===== config.mk =====
export PLATFORM = sky130hd
export DESIGN_NAME = stack_sequencer
export DESIGN_NICKNAME = d
export VERILOG_FILES = /design/src/rtl/stack_sequencer.sv
export SDC_FILE = /design/constraint.sdc
export NUM_CORES = 1
export LEC_CHECK = 0
export ABC_AREA = 1
export BUFFER_PORTS_ARGS = -buffer_cell sky130_fd_sc_hd__buf_2
export CAP_MARGIN = 40
export CORE_ASPECT_RATIO = 1.4
export CORE_MARGIN = 1.5
export CORE_UTILIZATION = 54
export CTS_CLUSTER_SIZE = 16
export DETAILED_ROUTE_END_ITERATION = 12
export GPL_ROUTABILITY_DRIVEN = 0
export PLACE_DENSITY_LB_ADDON = 0.3
export SLEW_MARGIN = 20
export SYNTH_ARGS = -nofsm -noshare
export SYNTH_HDL_FRONTEND = slang
export SYNTH_SLANG_ARGS = --single-unit

===== constraint.sdc =====
create_clock -name i_clk -period 2.45 [get_ports i_clk]
set_input_delay 0.6125 -clock i_clk [delete_from_list [all_inputs] [get_ports i_clk]]
set_output_delay 0.6125 -clock i_clk [all_outputs]
set_load 0.01 [all_outputs]

===== src/rtl/stack_sequencer.sv =====
// Forth stack-word sequencer: expands one accepted op into 1-2 SmartStack strobes and guards depth.
// Optional ADD/SUB ops are compiled in when STACK_SEQ_ARITH_EN is defined.
module stack_sequencer #(
    parameter int WIDTH = 16,
    parameter int DEPTH = 8,
    localparam int DW = $clog2(DEPTH + 1)
) (
    input  logic             i_clk,
    input  logic             i_rst_n,
    input  logic             i_valid,
    output logic             o_ready,
    input  logic [3:0]       i_op,
    input  logic [WIDTH-1:0] i_data,
    output logic             o_done,
    output logic             o_fault,
    input  logic             i_clr_fault,
    output logic [DW-1:0]    o_depth,
    output logic             o_stk_strobe,
    output logic [2:0]       o_stk_func,
    output logic [WIDTH-1:0] o_stk_D,
    input  logic [WIDTH-1:0] i_stk_A,
    input  logic [WIDTH-1:0] i_stk_B
);

    localparam logic [3:0] OP_NOP  = 4'd0;
    localparam logic [3:0] OP_PUSH = 4'd1;
    localparam logic [3:0] OP_DROP = 4'd2;
    localparam logic [3:0] OP_DUP  = 4'd3;
    localparam logic [3:0] OP_SWAP = 4'd4;
    localparam logic [3:0] OP_OVER = 4'd5;
    localparam logic [3:0] OP_NIP  = 4'd6;
    localparam logic [3:0] OP_ADD  = 4'd8;
    localparam logic [3:0] OP_SUB  = 4'd9;

    localparam logic [2:0] FN_HOLD   = 3'd0;
    localparam logic [2:0] FN_PUSH   = 3'd1;
    localparam logic [2:0] FN_POP    = 3'd2;
    localparam logic [2:0] FN_REPL_A = 3'd3;
    localparam logic [2:0] FN_REPL_B = 3'd4;
    localparam logic [2:0] FN_POP_RA = 3'd5;

    localparam logic [DW-1:0] FULL_C = DW'(DEPTH);
    localparam logic [DW-1:0] ONE_C  = DW'(1);
    localparam logic [DW-1:0] TWO_C  = DW'(2);

    typedef enum logic [1:0] {ST_IDLE = 2'd0, ST_S1 = 2'd1, ST_S2 = 2'd2} state_t;

    state_t           state_r, state_s;
    logic [DW-1:0]    depth_r;
    logic             fault_r, swap_r, inc_r, dec_r, rej_r;
    logic [WIDTH-1:0] t0_r, t1_r;
    logic             strobe_r, done_r;
    logic [2:0]       func_r;
    logic [WIDTH-1:0] d_r;

    logic             accept_s, ok_s, cmd_strobe_s, swap_s, inc_s, dec_s;
    logic [2:0]       cmd_func_s;
    logic [WIDTH-1:0] cmd_d_s;
    logic             strobe_s, done_s;
    logic [2:0]       func_s;
    logic [WIDTH-1:0] d_s;

    // Depth precondition for each op; anything not listed is rejected.
    function automatic logic op_ok(input logic [3:0] op, input logic [DW-1:0] d);
        logic ok;
        case (op)
            OP_NOP:  ok = 1'b1;
            OP_PUSH: ok = (d < FULL_C);
            OP_DROP: ok = (d >= ONE_C);
            OP_DUP:  ok = (d >= ONE_C) && (d < FULL_C);
            OP_SWAP: ok = (d >= TWO_C);
            OP_OVER: ok = (d >= TWO_C) && (d < FULL_C);
            OP_NIP:  ok = (d >= TWO_C);
`ifdef STACK_SEQ_ARITH_EN
            OP_ADD:  ok = (d >= TWO_C);
            OP_SUB:  ok = (d >= TWO_C);
`endif
            default: ok = 1'b0;
        endcase
        return ok;
    endfunction

    assign accept_s = i_valid && (state_r == ST_IDLE);

    // Decode the incoming op into its first stack command and depth effect.
    always_comb begin
        ok_s       = op_ok(i_op, depth_r);
        cmd_func_s = FN_HOLD;
        cmd_d_s    = {WIDTH{1'b0}};
        inc_s      = 1'b0;
        dec_s      = 1'b0;
        case (i_op)
            OP_PUSH: begin cmd_func_s = FN_PUSH;   cmd_d_s = i_data;  inc_s = 1'b1; end
            OP_DROP: begin cmd_func_s = FN_POP;                       dec_s = 1'b1; end
            OP_DUP:  begin cmd_func_s = FN_PUSH;   cmd_d_s = i_stk_A; inc_s = 1'b1; end
            OP_SWAP: begin cmd_func_s = FN_REPL_A; cmd_d_s = i_stk_B;               end
            OP_OVER: begin cmd_func_s = FN_PUSH;   cmd_d_s = i_stk_B; inc_s = 1'b1; end
            OP_NIP:  begin cmd_func_s = FN_POP_RA; cmd_d_s = i_stk_A; dec_s = 1'b1; end
`ifdef STACK_SEQ_ARITH_EN
            OP_ADD:  begin cmd_func_s = FN_POP_RA; cmd_d_s = i_stk_B + i_stk_A; dec_s = 1'b1; end
            OP_SUB:  begin cmd_func_s = FN_POP_RA; cmd_d_s = i_stk_B - i_stk_A; dec_s = 1'b1; end
`endif
            default: begin cmd_func_s = FN_HOLD; end
        endcase
        if (!ok_s) begin
            cmd_func_s = FN_HOLD;
            cmd_d_s    = {WIDTH{1'b0}};
            inc_s      = 1'b0;
            dec_s      = 1'b0;
        end else begin
            cmd_func_s = cmd_func_s;
        end
        cmd_strobe_s = ok_s && (cmd_func_s != FN_HOLD);
        swap_s       = ok_s && (i_op == OP_SWAP);
    end

    // State register.
    always_ff @(posedge i_clk or negedge i_rst_n) begin
        if (!i_rst_n) state_r <= ST_IDLE;
        else          state_r <= state_s;
    end

    // Next-state logic: only a legal SWAP needs the second step.
    always_comb begin
        state_s = state_r;
        case (state_r)
            ST_IDLE: if (accept_s) state_s = ST_S1; else state_s = ST_IDLE;
            ST_S1:   if (swap_r)   state_s = ST_S2; else state_s = ST_IDLE;
            ST_S2:   state_s = ST_IDLE;
            default: state_s = ST_IDLE;
        endcase
    end

    // Output logic: next values of the registered stack command and done pulse.
    always_comb begin
        strobe_s = 1'b0;
        func_s   = FN_HOLD;
        d_s      = {WIDTH{1'b0}};
        done_s   = 1'b0;
        case (state_r)
            ST_IDLE: begin
                if (accept_s) begin
                    strobe_s = cmd_strobe_s;
                    func_s   = cmd_func_s;
                    d_s      = cmd_d_s;
                    done_s   = !swap_s;
                end else begin
                    done_s = 1'b0;
                end
            end
            ST_S1: begin
                if (swap_r) begin
                    strobe_s = 1'b1;
                    func_s   = FN_REPL_B;
                    d_s      = t0_r;
                    done_s   = 1'b1;
                end else begin
                    done_s = 1'b0;
                end
            end
            default: done_s = 1'b0;
        endcase
    end

    // Registered stack command outputs.
    always_ff @(posedge i_clk or negedge i_rst_n) begin
        if (!i_rst_n) begin
            strobe_r <= 1'b0;
            func_r   <= FN_HOLD;
            d_r      <= {WIDTH{1'b0}};
            done_r   <= 1'b0;
        end else begin
            strobe_r <= strobe_s;
            func_r   <= func_s;
            d_r      <= d_s;
            done_r   <= done_s;
        end
    end

    // Op context captured at accept; operand snapshots feed the SWAP second step.
    always_ff @(posedge i_clk or negedge i_rst_n) begin
        if (!i_rst_n) begin
            swap_r <= 1'b0;
            inc_r  <= 1'b0;
            dec_r  <= 1'b0;
            rej_r  <= 1'b0;
            t0_r   <= {WIDTH{1'b0}};
            t1_r   <= {WIDTH{1'b0}};
        end else if (accept_s) begin
            swap_r <= swap_s;
            inc_r  <= inc_s;
            dec_r  <= dec_s;
            rej_r  <= !ok_s;
            t0_r   <= i_stk_A;
            t1_r   <= i_stk_B;
        end else begin
            swap_r <= swap_r;
        end
    end

    // Depth and sticky fault commit at the end of the first step; a new reject beats a clear.
    always_ff @(posedge i_clk or negedge i_rst_n) begin
        if (!i_rst_n) begin
            depth_r <= {DW{1'b0}};
            fault_r <= 1'b0;
        end else begin
            if (state_r == ST_S1 && inc_r)      depth_r <= depth_r + ONE_C;
            else if (state_r == ST_S1 && dec_r) depth_r <= depth_r - ONE_C;
            else                                depth_r <= depth_r;
            if (state_r == ST_S1 && rej_r) fault_r <= 1'b1;
            else if (i_clr_fault)          fault_r <= 1'b0;
            else                           fault_r <= fault_r;
        end
    end

    assign o_ready      = (state_r == ST_IDLE);
    assign o_done       = done_r;
    assign o_fault      = fault_r;
    assign o_depth      = depth_r;
    assign o_stk_strobe = strobe_r;
    assign o_stk_func   = func_r;
    assign o_stk_D      = d_r;

endmodule


==> results of run 1 <==
==> area by class of cell <==
class	instances	area, sq um	area share (%)
clock buffer	6	82.6	2.68
multi-input combinational	248	1120	36.4
inverter	32	123	3.97
timing repair buffer	89	463	15.0
sequential	48	1200	38.9
tap	62	77.6	2.51
clock inverter	2	15.0	0.486
==> routing by layer <==
metal | vias up | global-route usage (%) | routed length [um]
met5 | - | 0 | 0
met4 | 0 | 12.3 | 139
met3 | 12 | 4.16 | 261
met2 | 82 | 42.3 | 3160
met1 | 1109 | 30.6 | 2490
li1 | 1235 | - | -
==> synthesized netlist by cell type <==
cell | instances | area share [%]
inv_4 | 1 | 0.25
inv_2 | 3 | 0.44
nand3_1 | 41 | 8.1
buf_6 | 2 | 0.89
clkinv_1 | 2 | 0.30
inv_1 | 26 | 3.8
nand2_4 | 1 | 0.44
buf_8 | 1 | 0.59
buf_2 | 9 | 1.8
nor2_1 | 10 | 1.5
ha_1 | 3 | 1.5
a21oi_2 | 1 | 0.34
a21oi_1 | 2 | 0.39
nand2_2 | 3 | 0.74
nand4_1 | 16 | 3.9
xor2_1 | 2 | 0.69
nor2_4 | 2 | 0.89
o21a_1 | 1 | 0.30
buf_4 | 1 | 0.30
o21ai_0 | 8 | 1.6
buf_1 | 1 | 0.15
nor2_2 | 2 | 0.49
nand2_1 | 154 | 23
dfrtp_1 | 48 | 47
xnor2_1 | 2 | 0.69
==> logic make-up (layout without fill, tap and decap cells) <==
kind of cell,after synthesis,in the layout,share of synthesized area [%]
compound gates,12,12,2.61
xor+xnor,4,4,1.38
fa+ha+maj,3,3,1.48
buf+inv,46,129,8.51
flops,48,48,47.2
simple gates,229,229,38.8
==> power by group through the flow <==
stage	clock network (mW)	logic (mW)	registers (mW)
2_1_floorplan	0	0.294	0.989
3_3_place_gp	0	0.482	0.979
3_5_place_dp	0	0.493	0.984
4_1_cts	0.508	0.496	0.968
5_1_grt	0.528	0.559	0.980
6_report	0.497	0.495	0.966
==> worst register-to-register path, delay by kind of cell, from the launching register on <==
family	cells	cell delay [ns]
DFF	1	0.46
and+or+nand+nor	4	0.36
buffers and inverters	2	0.35
adders and majority gates	1	0.20
AOI/OAI and AO/OA	1	0.12
==> final timing paths <==
kind	from	endpoint	slack (ns)	cells past startpoint
max in group asynchronous	i_rst_n	o_stk_D[1]	1.53	2
min reg2reg	t0_r[12]	t0_r[12]	0.49	2
max reg2reg	o_depth[1]	o_stk_D[13]	0.91	8
max	i_op[2]	o_stk_D[14]	0.86	9
min	i_rst_n	o_depth[3]	0.32	1
min in group i_clk	t0_r[12]	t0_r[12]	0.49	2
==> flip-flops by register name (all words and copies together), names as in the netlist <==
register	count
inc_r	1
rej_r	1
dec_r	1
o_stk_strobe	1
o_depth	4
t0_r	16
o_fault	1
swap_r	1
state_r	2
o_stk_func	3
o_done	1
o_stk_D	16
==> through the flow <==
stage | hold WS [ns] | cells
after floorplan | 0.317 | 342
after global placement | 0.458 | 479
after detailed placement | 0.465 | 479
after CTS | 0.333 | 487
after global routing | 0.369 | 487
final | 0.324 | 487
==> run summary, run 1 <==
via density per instance: 5.01
leak pwr: 1.84 nW
level count of the clock H-tree: 2
fraction of power consumed by sequential logic: 49.3%
class of the most critical setup path: in2reg
outcome: completed
Die H: 84.2 um
Setup Viol. Count Final: 0
number of global-route vias before repair: 2205
Hold Vio Cnt, Final: 0
TritonCTS clock tree: done
fillers: 406
Core Footprint: 4540 sq um
average cell area after synthesis: 7.43 sq um
number of antenna cells inserted: 0
floorplan die width: 61.0 um
die footprint: 5130 sq um
cell with the biggest individual delay on the critical path: nor2_2
Syn Inst Count: 342
CP arrival: 1.84 ns
post-DP HPWL: 4.42 mm
count of hold buffers inserted by post-cts repair: 0
overall routing resource usage: 25.3%
period utilisation layout: 65.0%
peak clock frequency supported by timing: 628 MHz
most common cell after layout, fill and taps aside: nand2_1
initial antenna violation count: 0
total negative slack for setup checks: 0 ns
Routed Antenna Nets: 0
WL/cell: 12.4 um
Setup WS post-layout: 0.858 ns
sequential share of the synthesized area: 47.2%
growth of design area from synthesis to finish: 21.4%
clock net sink count: 48
total congestion overflow: 0
clock network latency to the later pin of the worst-skew pair: 0.30 ns
number of remaining DRC errors: 0
worst-case clock buffer depth: 2
Max VDD drop: 457 uV
cts repair resizes: 0
clock power share: 25.4%
most used cell along the critical path: nand2_1
Inserted Clock Buffers: 5
family of cells with the greatest summed delay on the critical path: simple AND/OR/NAND/NOR gates
clock-pin slew of the registers on the worst-case setup and hold paths: 0.09 ns
post-layout net count: 483
fraction of power spent switching nets: 33.2%
I/O pin total: 83
most frequent cells in the layout: nand2_1 (154), buf_2 (82), dfrtp_1 (48)
Pwr Total: 1.96 mW
overall via count from detail_route: 2438
Rel. slew slack: 57.6%
Power Dens Cells: 634 nW/um^2
number of optimization iterations in the first detailed-route pass: 4
RSZ-0062 raised after global routing: no
yosys synthesis warning count: 0
root buf cell: clkbuf_8
total net switching power: 0.651 mW
cell area after synthesis: 2540 sq um
shortest period the worst path allows: 1.59 ns
type of the tightest min-delay check: in2async
global-route wire length before repair: 9.73 mm
synthesized net count: 401
required time reported for the critical path endpoint: 2.70 ns
starting density of the core: 56.1%
Startpoint Class: primary input
number of pins exceeding their max-slew limit in the final report: 0
share of final-layout standard cells stronger than drive strength 1: 25.9%
post-detailed-placement cell area: 2990 sq um
Std-Cell Rows: 29
post-place setup slack: 0.559 ns
Finished Core Util: 68.1%
peak fanout along the critical path: 20
largest clock skew in the final design: 0.00671 ns
quantity of I/O buffers inserted on ports: 82
delay of the slowest critical-path stage: 0.33 ns
Starting DRT DRC Count: 100
largest net degree at the start of global routing: 30
Finished Cell Area: 3090 sq um
internal power component: 1.31 mW
number of distinct standard cells referenced by the synthesized netlist: 25
worst slew pin tran: 0.636 ns
flip-flop and latch count after synthesis: 48
setup bufs post-CTS: 0
endpoint type of the worst setup path: flop
cells traversed along the worst timing path: buf_2 > nor2_2 > buf_4 > nand3_1 > nand2_1 > inv_1 > nand2_1 > nand3_1 > nand2_1
buffers plus inverters on the worst setup path: 3
wirelength, routed: 6.06 mm
portion of total power attributed to combinational logic: 25.3%
max-cap viol count: 0
No activity file was read; power rests on OpenSTA's default activity.
==> run 2: changes to the inputs <==
- CORE_UTILIZATION: 54 -> 51
- clock period: 2.45 -> 1.5 ns (I/O delays scaled with it)
==> run 2 against run 1 <==
Clock power grew 53%; core utilization is 1.8 points lower; hold slack got worse by 0.28 ns; critical path depth fell by 7; critical path type is now reg2out.
==> run summary, run 2 (synthesis gave the netlist of run 1 again) <==
Finished Core Util: 66.2%
total congestion overflow: 0
number of optimization iterations in the first detailed-route pass: 4
Hold Vio Cnt, Final: 0
count of hold buffers inserted by post-cts repair: 0
outcome: completed
family of cells with the greatest summed delay on the critical path: flip-flops
wirelength, routed: 6.16 mm
number of pins exceeding their max-slew limit in the final report: 0
cts repair resizes: 2
Inserted Clock Buffers: 5
total net switching power: 1.09 mW
Rel. slew slack: 74.4%
Startpoint Class: flop
clock network latency to the later pin of the worst-skew pair: 0.30 ns
internal power component: 2.17 mW
portion of total power attributed to combinational logic: 28.8%
CP arrival: 1.07 ns
clock net sink count: 48
Setup Viol. Count Final: 0
post-detailed-placement cell area: 3080 sq um
post-DP HPWL: 4.50 mm
total negative slack for setup checks: 0 ns
Power Dens Cells: 1030 nW/um^2
most common cell after layout, fill and taps aside: nand2_1
class of the most critical setup path: reg2out
worst slew pin tran: 0.383 ns
required time reported for the critical path endpoint: 1.12 ns
period utilisation layout: 96.6%
Core Footprint: 4800 sq um
peak fanout along the critical path: 3
type of the tightest min-delay check: in2async
number of antenna cells inserted: 0
Starting DRT DRC Count: 116
quantity of I/O buffers inserted on ports: 82
level count of the clock H-tree: 2
fraction of power consumed by sequential logic: 47.9%
number of placed cells counting well taps: 489
share of final-layout standard cells stronger than drive strength 1: 27.9%
via density per instance: 4.97
cells traversed along the worst timing path: nor2_1 > buf_2
largest net degree at the start of global routing: 49
global-route wire length before repair: 10.5 mm
shortest period the worst path allows: 1.45 ns
Std-Cell Rows: 30
most frequent cells in the layout: nand2_1 (154), buf_2 (82), dfrtp_1 (47)
floorplan die width: 62.7 um
buffers plus inverters on the worst setup path: 1
WL/cell: 12.4 um
overall via count from detail_route: 2472
number of remaining DRC errors: 0
endpoint type of the worst setup path: primary output
Max VDD drop: 615 uV
cell with the biggest individual delay on the critical path: dfrtp_1
largest clock skew in the final design: 0.00463 ns
setup bufs post-CTS: 0
delay of the slowest critical-path stage: 0.41 ns
RSZ-0062 raised after global routing: no
clock-pin slew of the registers on the worst-case setup and hold paths: 0.09 ns
worst-case clock buffer depth: 2
TritonCTS clock tree: done
max-cap viol count: 0
initial antenna violation count: 0
clock power share: 23.3%
growth of design area from synthesis to finish: 25.1%
post-layout net count: 491
die footprint: 5420 sq um
Non-Filler Instances: 497
number of global-route vias before repair: 2391
Die H: 86.5 um
Routed Antenna Nets: 0
root buf cell: clkbuf_8
peak clock frequency supported by timing: 690 MHz
I/O pin total: 83
starting density of the core: 52.9%
fraction of power spent switching nets: 33.5%
overall routing resource usage: 24.6%
leak pwr: 1.89 nW
Finished Cell Area: 3180 sq um
-- run 2: changes by cell type in the layout (fill, tap and decap cells not counted), sizes merged --
| cell | delta |
|---|---|
| clkinvlp | -1 |
| buf | +8 |
| clkinv | +2 |
| clkbuf | -1 |
-- run 2: area by class of cell --
class / count / area [sq um]
clock inverters: 3 / 18.8
well taps: 64 / 80.1
flip-flops and latches: 48 / 1200
clock buffers: 5 / 68.8
fillers: 459 / 1620
multi-input cells: 248 / 1140
repair buffers: 97 / 548
inverters: 32 / 126
-- run 2: per-layer routing --
| metal | GRT usage [%] | up-vias | routed length, um |
|---|---|---|---|
| li1 | - | 1254 | - |
| met1 | 28.6 | 1136 | 2460 |
| met2 | 46.5 | 74 | 3310 |
| met3 | 3.64 | 8 | 292 |
| met4 | 7.68 | 0 | 86 |
| met5 | 0 | - | 0 |
-- run 2: worst paths after layout --
check,start,end,slack [ns],depth (start not counted)
max,state_r[1],o_ready,0.05,2
min,i_rst_n,t0_r[6],0.04,2
max reg2reg,o_depth[0],o_stk_D[11],0.07,8
min reg2reg,t0_r[8],o_stk_D[8],0.48,2
max in group asynchronous,i_rst_n,o_depth[0],1.24,2
min in group i_clk,i_clr_fault,o_fault,0.26,2
-- run 2: power groups by stage --
stage	Clock, mW	Sequential, mW	Combinational, mW
after floorplan	0	1.62	0.480
after global placement	0	1.58	0.898
after detailed placement	0	1.58	0.921
after CTS	0.777	1.56	0.945
after global routing	0.826	1.58	1.05
final	0.761	1.56	0.941
-- run 2: per-stage QoR --
| step | hold slack [ns] | power (mW) | setup slack [ns] |
|---|---|---|---|
| 6_report | 0.0430 | 3.26 | 0.0513 |
| 5_1_grt | 0.0656 | 3.46 | 0.000193 |
| 4_1_cts | 0.0464 | 3.28 | 0.0167 |
| 3_5_place_dp | 0.379 | 2.50 | -0.00315 |
| 3_3_place_gp | 0.379 | 2.48 | 0.0184 |
| 2_1_floorplan | 0.0794 | 2.10 | 0.0196 |
